## src/rtl/vernam_key_mailbox.sv

```systemverilog
// Key-stream mailbox: producer pushes key bytes into a FIFO, consumer XORs plaintext against the head.
// Optional macro KEY_MAILBOX_LEVEL_PORT_EN exposes the FIFO level at LEVEL_PORT.
module vernam_key_mailbox #(
    parameter int unsigned DATA_W      = 8,
    parameter int unsigned DEPTH       = 16,
    parameter int unsigned THRESH      = 4,
    parameter logic [7:0]  KEY_PORT    = 8'h01,
    parameter logic [7:0]  DATA_PORT   = 8'h08,
    parameter logic [7:0]  STATUS_PORT = 8'h80,
    parameter logic [7:0]  LEVEL_PORT  = 8'h40
) (
    input  logic              clk,
    input  logic              reset,
    input  logic [7:0]        prod_port_id,
    input  logic [DATA_W-1:0] prod_out_port,
    input  logic              prod_write_strobe,
    input  logic [7:0]        cons_port_id,
    input  logic [DATA_W-1:0] cons_out_port,
    input  logic              cons_write_strobe,
    input  logic              cons_read_strobe,
    output logic [DATA_W-1:0] cons_in_port,
    output logic              cons_interrupt,
    input  logic              cons_interrupt_ack
);

    localparam int unsigned AW = $clog2(DEPTH);
    localparam int unsigned PW = AW + 1;
    localparam logic [PW-1:0] DEPTH_L  = PW'(DEPTH);
    localparam logic [PW-1:0] THRESH_L = PW'(THRESH);

    logic [DATA_W-1:0] mem_q [DEPTH];
    logic [PW-1:0]     wr_ptr_q, rd_ptr_q;
    logic [PW-1:0]     level, level_next;
    logic [DATA_W-1:0] result_q, result_d;
    logic              res_valid_q, res_valid_d;
    logic              overflow_q, overflow_d;
    logic              underflow_q, underflow_d;
    logic              irq_q, irq_d;

    logic empty, full;
    logic push_req, pop_req, rd_req, stat_wr;
    logic push_ok, pop_ok;

    assign level = wr_ptr_q - rd_ptr_q;
    assign empty = (level == '0);
    assign full  = (level == DEPTH_L);

    assign push_req = prod_write_strobe && (prod_port_id == KEY_PORT);
    assign pop_req  = cons_write_strobe && (cons_port_id == DATA_PORT);
    assign rd_req   = cons_read_strobe && (cons_port_id == DATA_PORT);
    assign stat_wr  = cons_write_strobe && (cons_port_id == STATUS_PORT);

    // A pop frees the head slot this cycle, so a push into a full FIFO may proceed alongside it.
    assign pop_ok  = pop_req && !empty && !reset;
    assign push_ok = push_req && (!full || pop_ok) && !reset;

    assign level_next = level + PW'(push_ok) - PW'(pop_ok);

    always_comb begin
        result_d    = result_q;
        res_valid_d = res_valid_q;
        overflow_d  = overflow_q;
        underflow_d = underflow_q;
        irq_d       = irq_q;

        if (pop_ok) begin
            result_d    = cons_out_port ^ mem_q[rd_ptr_q[AW-1:0]];
            res_valid_d = 1'b1;
        end else if (rd_req) begin
            res_valid_d = 1'b0;
        end

        // Clears first so that same-cycle set events override them.
        if (stat_wr && cons_out_port[3]) overflow_d  = 1'b0;
        if (stat_wr && cons_out_port[4]) underflow_d = 1'b0;
        if (push_req && !push_ok)        overflow_d  = 1'b1;
        if (pop_req && empty)            underflow_d = 1'b1;

        if (cons_interrupt_ack) begin
            irq_d = 1'b0;
        end else if ((level < THRESH_L) && (level_next >= THRESH_L)) begin
            irq_d = 1'b1;
        end
    end

    always_ff @(posedge clk) begin
        if (reset) begin
            wr_ptr_q    <= '0;
            rd_ptr_q    <= '0;
            result_q    <= '0;
            res_valid_q <= 1'b0;
            overflow_q  <= 1'b0;
            underflow_q <= 1'b0;
            irq_q       <= 1'b0;
        end else begin
            if (push_ok) wr_ptr_q <= wr_ptr_q + PW'(1);
            if (pop_ok)  rd_ptr_q <= rd_ptr_q + PW'(1);
            result_q    <= result_d;
            res_valid_q <= res_valid_d;
            overflow_q  <= overflow_d;
            underflow_q <= underflow_d;
            irq_q       <= irq_d;
        end
    end

    always_ff @(posedge clk) begin
        if (push_ok) mem_q[wr_ptr_q[AW-1:0]] <= prod_out_port;
    end

    assign cons_interrupt = irq_q;

    // Read mux depends only on the consumer port_id and registered state.
    always_comb begin
        cons_in_port = '0;
        case (cons_port_id)
            DATA_PORT:   cons_in_port = result_q;
            STATUS_PORT: cons_in_port[4:0] = {underflow_q, overflow_q, full, empty, res_valid_q};
`ifdef KEY_MAILBOX_LEVEL_PORT_EN
            LEVEL_PORT:  cons_in_port = DATA_W'(level);
`endif
            default:     cons_in_port = '0;
        endcase
    end

endmodule

```

## config.mk

```make
export PLATFORM = sky130hd
export DESIGN_NAME = vernam_key_mailbox
export DESIGN_NICKNAME = d
export VERILOG_FILES = /design/src/rtl/vernam_key_mailbox.sv
export SDC_FILE = /design/constraint.sdc
export NUM_CORES = 1
export LEC_CHECK = 0
export BUFFER_PORTS_ARGS = -buffer_cell sky130_fd_sc_hd__buf_4
export CORE_MARGIN = 8
export CORE_UTILIZATION = 54
export DETAILED_ROUTE_END_ITERATION = 16
export PLACE_DENSITY_LB_ADDON = 0.25
export RECOVER_POWER = 25
export SKIP_LAST_GASP = 1
export SLEW_MARGIN = 20
export SYNTH_ARGS = -nofsm -noshare
export SYNTH_HDL_FRONTEND = slang
export SYNTH_SLANG_ARGS = --single-unit
```

## constraint.sdc

```tcl
create_clock -name clk -period 3.9 [get_ports clk]
set_clock_uncertainty 0.1 [all_clocks]
set_input_delay 0.195 -clock clk [delete_from_list [all_inputs] [get_ports clk]]
set_output_delay 0.195 -clock clk [all_outputs]
set_load 0.005 [all_outputs]
```

# Yosys cells after proc, flatten, opt, wreduce, memory -nomap -nowiden

Memories as Yosys holds them, arrays and structs flattened. A register that Yosys moved wholly into a read port is not among the register bits.
Cells that the tools add are included.

ROM bits: 0
Memories kept: 1
Output and inout bits: 9
Register bits: 22
Logic and storage cells: 55
Bits in latches: 0
RAM bits: 128

Magnitude comparators: 2
$mul: 0
Muxes and demuxes: 12
Eq/ne operators: 4
Reduce and logical (&&, ||, !) cells: 23
Divide/modulo/power cells: 0
Bitwise gates (word level): 1
$add $sub $neg: 5
Shift operators: 0

Memory list:

| memory | words | width | rd ports | clocked after Yosys merged registers in | write ports | RTL line | RTL |
|---|---|---|---|---|---|---|---|
| mem_q  | 16    | 8     | 1        | 1                                       | 1           | 31       | `logic [DATA_W-1:0] mem_q [DEPTH];` |

Operator list:

| operator              | number |
|---|---|
| $logic_and A1 B1 Y1   | 13 |
| $add A5 B1 Y5 const B | 2 |
| $pmux W5 S2           | 1 |
| $eq A8 B1 Y1 const B  | 1 |
| $eq A8 B4 Y1 const B  | 1 |
| $eq A8 B8 Y1 const B  | 1 |
| $mux W1               | 8 |
| $mux W4               | 2 |
| $xor A8 B8 Y8         | 1 |
| $reduce_bool A2 Y1    | 3 |
| $add A5 B1 Y5         | 1 |
| $eq A5 B5 Y1 const B  | 1 |
| $ge A5 B3 Y1 const B  | 1 |
| $logic_not A5 Y1      | 1 |
| $lt A5 B3 Y1 const B  | 1 |
| $sub A5 B1 Y5         | 1 |
| $sub A5 B5 Y5         | 1 |
| $logic_not A1 Y1      | 4 |
| $mux W3               | 1 |
| $reduce_or A2 Y1      | 1 |
| $logic_or A1 B1 Y1    | 1 |

# Logic depth before layout (Yosys ltp)

Depth after elaboration: 12
Depth in mapped cells: 21

# Worst setup path before layout

OpenSTA, ideal clock, no wires.

Path kind: flip-flop to flip-flop
Start point: reg wr_ptr_q[0]
End point: reg irq_q (netlist: cons_interrupt)
Arrival: 4042 ps
Cell stages (with the launch flop): 22
Period minus slack after synthesis: 4256 ps
Slack: -356 ps
Data required time: 3685 ps
Path through: dfxtp_1 > inv_1 > ha_1 > inv_1 > fa_1 > xor2_1 > inv_1 > ha_1 > nand3b_1 > and4b_1 > or4_4 > clkinv_1 > ha_1 > inv_1 > ha_1 > inv_1 > fa_1 > nand2b_1 > a2bb2oi_1 > o22ai_1 > a31oi_1 > o21a_1

Cells in the longest elaborated chain, start to end: 12

RTL lines:

| element                             | RTL line | RTL |
|---|---|---|
| from (decl)                         | 32       | `logic [PW-1:0] wr_ptr_q, rd_ptr_q;` |
| from (signal assigned)              | 96       | `if (push_ok) wr_ptr_q <= wr_ptr_q + PW'(1);` |
| $sub A5 B5 Y5 *                     | 44       | `assign level = wr_ptr_q - rd_ptr_q;` |
| $logic_not A5 Y1 *                  | 45       | `assign empty = (level == '0);` |
| $logic_not A1 Y1 *                  | 54       | `assign pop_ok = pop_req && !empty && !reset;` |
| $logic_and A1 B1 Y1 * (2 in series) | 54       |  |
| named net pop_ok                    | 42       | `logic push_ok, pop_ok;` |
| $logic_or A1 B1 Y1                  | 55       | `assign push_ok = push_req && (!full \|\| pop_ok) && !reset;` |
| $logic_and A1 B1 Y1 (2 in series)   | 55       |  |
| $add A5 B1 Y5                       | 57       | `assign level_next = level + PW'(push_ok) - PW'(pop_ok);` |
| $sub A5 B1 Y5 *                     | 57       |  |
| $ge A5 B3 Y1 *                      | 81       | `end else if ((level < THRESH_L) && (level_next >= THRESH_L)) begin` |
| $logic_and A1 B1 Y1 *               | 81       |  |
| to (signal assigned)                | 102      | `irq_q <= irq_d;` |
| to (decl)                           | 38       | `logic irq_q, irq_d;` |

Mark *: on every way through the listed nets, which the timed path passes. The rest lies on a longest branch.
A chain may end at the register's enable or synchronous reset.

# Worst setup path in the final report

Start point: reg rd_ptr_q[1]
End point: reg irq_q (netlist: cons_interrupt)

Cells in the longest elaborated chain, start to end: 12

RTL lines:

| element                             | RTL line | RTL |
|---|---|---|
| from (decl)                         | 32       |  |
| from (signal assigned)              | 97       | `if (pop_ok) rd_ptr_q <= rd_ptr_q + PW'(1);` |
| $sub A5 B5 Y5 *                     | 44       |  |
| $logic_not A5 Y1 *                  | 45       |  |
| $logic_not A1 Y1 *                  | 54       |  |
| $logic_and A1 B1 Y1 * (2 in series) | 54       |  |
| named net pop_ok                    | 42       |  |
| $logic_or A1 B1 Y1                  | 55       |  |
| $logic_and A1 B1 Y1 (2 in series)   | 55       |  |
| $add A5 B1 Y5                       | 57       |  |
| $sub A5 B1 Y5 *                     | 57       |  |
| $ge A5 B3 Y1 *                      | 81       |  |
| $logic_and A1 B1 Y1 *               | 81       |  |

Marks and branches as above.

==> results.toml <==
[synth]
synth_seq_area_share_pct = 65.4
ys_seq_elements = 154
yosysWarnings = 0
netlist.area_leader.share_pct = 57.6
syn_inst = 436
synth_area_leaders = "edfxtp_1, dfxtp_1, mux4_2"
synth_edf_count = 128
synth.most_common_cell = "edfxtp_1"
synth.avg_cell_area_um2 = 15.3
synth_top_cell_by_area = "edfxtp_1"
synth_ff_type = "edfxtp_1"
syn_area_um2 = 6680
synth_common_cells = "edfxtp_1, dfxtp_1, mux2i_1, mux4_2, nand3_1"
yosysUniqueCellTypes = 51
synth_nets = 493
async_flop_share_pct = 0

[timing]
period_share_pct = 99.5
timing.slew.headroom_pct = 49.4
timing.final.ws_setup_ns = 0.0195
max_freq_ghz = 0.258
finalMaxSlewViolations = 0
worstMarginPinSlew_ns = 0.756
rsz0062_at_grt = "true"
period_needed_ns = 3.88
hold_viol = 0
setup_viol = 0

[power]
p_leak_uw = 0.00278
ir_worst_vdd_uv = 284
power_density_nw_per_um2 = 439

[cts]
h-tree-depth = 4
root_buffer = "clkbuf_16"
cts_buffers = 17
cts_tree = "done"
clock_path_buffers = 2
clock-sinks = 154
clkLatencyLatePin_ns = 0.41
clkTransAtPathRegs_ns = 0.06

[finish]
nNetsFinal = 580
layout-drive-gt1-share_pct = 26.9
syn_to_final_growth_pct = 23.2
final_cells = 705

[placement]
dpl.hpwl_mm = 9.33
place_ws_ns = -0.0797
io_buffers = 46
placed_cells = 651
globalplace.congestion = 0.835

[job]
max-cap-violations = 0

[setup_path]
required_ns = 4.11
crit_fanout = 4
path_depth = 21
worstPathArrival_ns = 4.09
crit_end = "cons_interrupt$_SDFFE_PP0P_"
crit_family = "adder cells"
r2r_start = "rd_ptr_q[1]$_SDFFE_PP0N_"
critPathCaptureType = "register"
cp_cell_sequence = "inv_1, ha_1, a21o_1, a21oi_2, xor2_2, ha_2, nand3b_1, buf_4, a211oi_1, or4_4, clkinv_4, ha_4, inv_2, ha_4, inv_2, fa_2, nand2b_4, a2bb2oi_1, o22ai_1, a31oi_1, o21a_1"
rr_endpoint = "cons_interrupt$_SDFFE_PP0P_"
startpoint = "rd_ptr_q[1]$_SDFFE_PP0N_"
ff2ff_path_depth = 21
critPathLaunchType = "register"
worstSetupPathType = "register to register"
path_buf_inv = 5
slowest_delay_ns = 0.52
r2r_slack_ns = 0.02
critPathSlowestCell = "or4_4"

[floorplan]
num_rows = 40
ioPinCount = 47
die_w_um = 127
die_h_um = 127
placeableCoreArea_um2 = 12100
start_util_pct = 55.4
die-area_um2 = 16200

[global_routing]
grt_max_degree = 33
grt_usage_pct = 17.7
grt_pass1_vias = 3963
antenna_found_initial = 1
grt.overflow.total = 0
grt_first_pass_wirelength_mm = 21.4

[outcome]
status = "completed"

[worst_hold_path]
hold_class = "input port to register"

[routing]
ant_nets = 0
route.detailed.drc = 0
wl_per_cell_um = 20.1
drt_pass1_iterations = 4
vias_per_cell = 5.64
vias = 3979
drt-total-wl_mm = 14.2
drt_iter0_markers = 352
## cell families (layout without fill, tap and decap cells)
kind of cell	Yosys count	in the layout	share of synthesized area, %
xor+xnor	14	14	1.84
compound gates	64	64	6.63
buf+inv	38	138	2.55
mux	44	44	10.5
flops	154	154	65.4
other cells	0	1	0
simple gates	103	103	9.31
fa+ha+maj	19	19	3.78
## worst reg2reg max path: stages (launching register included)
cell and delay, ns:
dfxtp_1 0.33, inv_1 0.08, ha_1 0.29, a21o_1 0.17
a21oi_2 0.18, xor2_2 0.10, ha_2 0.19, nand3b_1 0.09
buf_4 0.12, a211oi_1 0.04, or4_4 0.52, clkinv_4 0.08
ha_4 0.19, inv_2 0.06, ha_4 0.12, inv_2 0.03
fa_2 0.36, nand2b_4 0.16, a2bb2oi_1 0.14, o22ai_1 0.16
a31oi_1 0.10, o21a_1 0.18
## cell usage in the layout (no fill, tap or decap), types with 6 or more instances in the layout
cell and instances:
dfxtp_1 22, nand2_1 11, edfxtp_1 128, nor2b_1 7, buf_4 65, nand3_1 20, inv_1 11, nand2b_1 11
mux2i_1 23, and3_1 6, xor2_1 8, nor2_1 13, o21ai_0 14, a22oi_1 8, clkbuf_16 17, a21oi_1 11
mux4_2 21, ha_1 13, clkbuf_1 7, dlygate4sd3_1 19, and2_1 11
## flip-flops by register name, summed over array words and instances (netlist names), named ones only
register	cells
cons_interrupt	1
mem_q	128
overflow_q	1
rd_ptr_q	5
res_valid_q	1
result_q	8
underflow_q	1
wr_ptr_q	5
## how the worst min path moves through the flow
stage | startpoint | slack, ns | cells after the start | endpoint
finish | prod_write_strobe | 0.18 | 3 | overflow_q$_SDFFE_PP0P_
global route | prod_write_strobe | 0.20 | 3 | overflow_q$_SDFFE_PP0P_
CTS | prod_out_port[2] | 0.009 | 1 | mem_q[6][2]$_DFFE_PP_
detailed placement | underflow_q$_SDFFE_PP0P_ | 0.36 | 2 | underflow_q$_SDFFE_PP0P_
global placement | underflow_q$_SDFFE_PP0P_ | 0.35 | 2 | underflow_q$_SDFFE_PP0P_
floorplan | prod_out_port[0] | 0.19 | 0 | mem_q[0][0]$_DFFE_PP_
## what timing repair did
item / in CTS / in global routing
pin swaps: 4 / 0
setup buffers: 1 / 1
gates resized for setup: 0 / 0
hold buffers: 19 / 0
hold endpoints to repair: 108 / 0
cloned: 0 / 0
setup endpoints to repair: 1 / 1
## cell type report
type                       count  area, um^2
inverter                      16        67.6
antenna                        1        2.50
tap                          168         210
sequential                   154        4370
fill                         796        3840
clock buffer                  18         429
multi-input combinational    244        2240
timing repair buffer          90         701
clock inverter                14         203
## per-stage QoR
| stage | util, % | hold WS [ns] | total power (uW) | area [um^2] | TNS, ns |
|---|---|---|---|---|---|
| global route | 68.2 | 0.201 | 3680 | 8220 | -0.168 |
| floorplan | - | 0.194 | 1820 | 6780 | -0.0484 |
| detailed placement | 61.4 | 0.356 | 1880 | 7410 | -0.0797 |
| CTS | 68.3 | 0.00893 | 3620 | 8240 | 0 |
| global placement | 61.4 | 0.345 | 1870 | 7410 | 0 |
| finish | 68.2 | 0.183 | 3610 | 8220 | 0 |
## metal layers
layer | part of all wire (%) | GRT usage (%) | vias to the layer above
met3 | 3.9 | 3.79 | 20
met2 | 50 | 28.5 | 102
met4 | 1.6 | 7.14 | 2
met1 | 44 | 23.0 | 1991
li1 | - | - | 1864
met5 | 0.092 | 0 | -
## power breakdown
group | leakage (uW) | switching [uW] | total (uW) | internal [uW]
Clock | 0.000309 | 623 | 1750 | 1130
Sequential | 0.00136 | 0.0374 | 1780 | 1780
Combinational | 0.00111 | 38.5 | 77.6 | 39.1
Note: power is estimated with default switching activity, not from simulation.
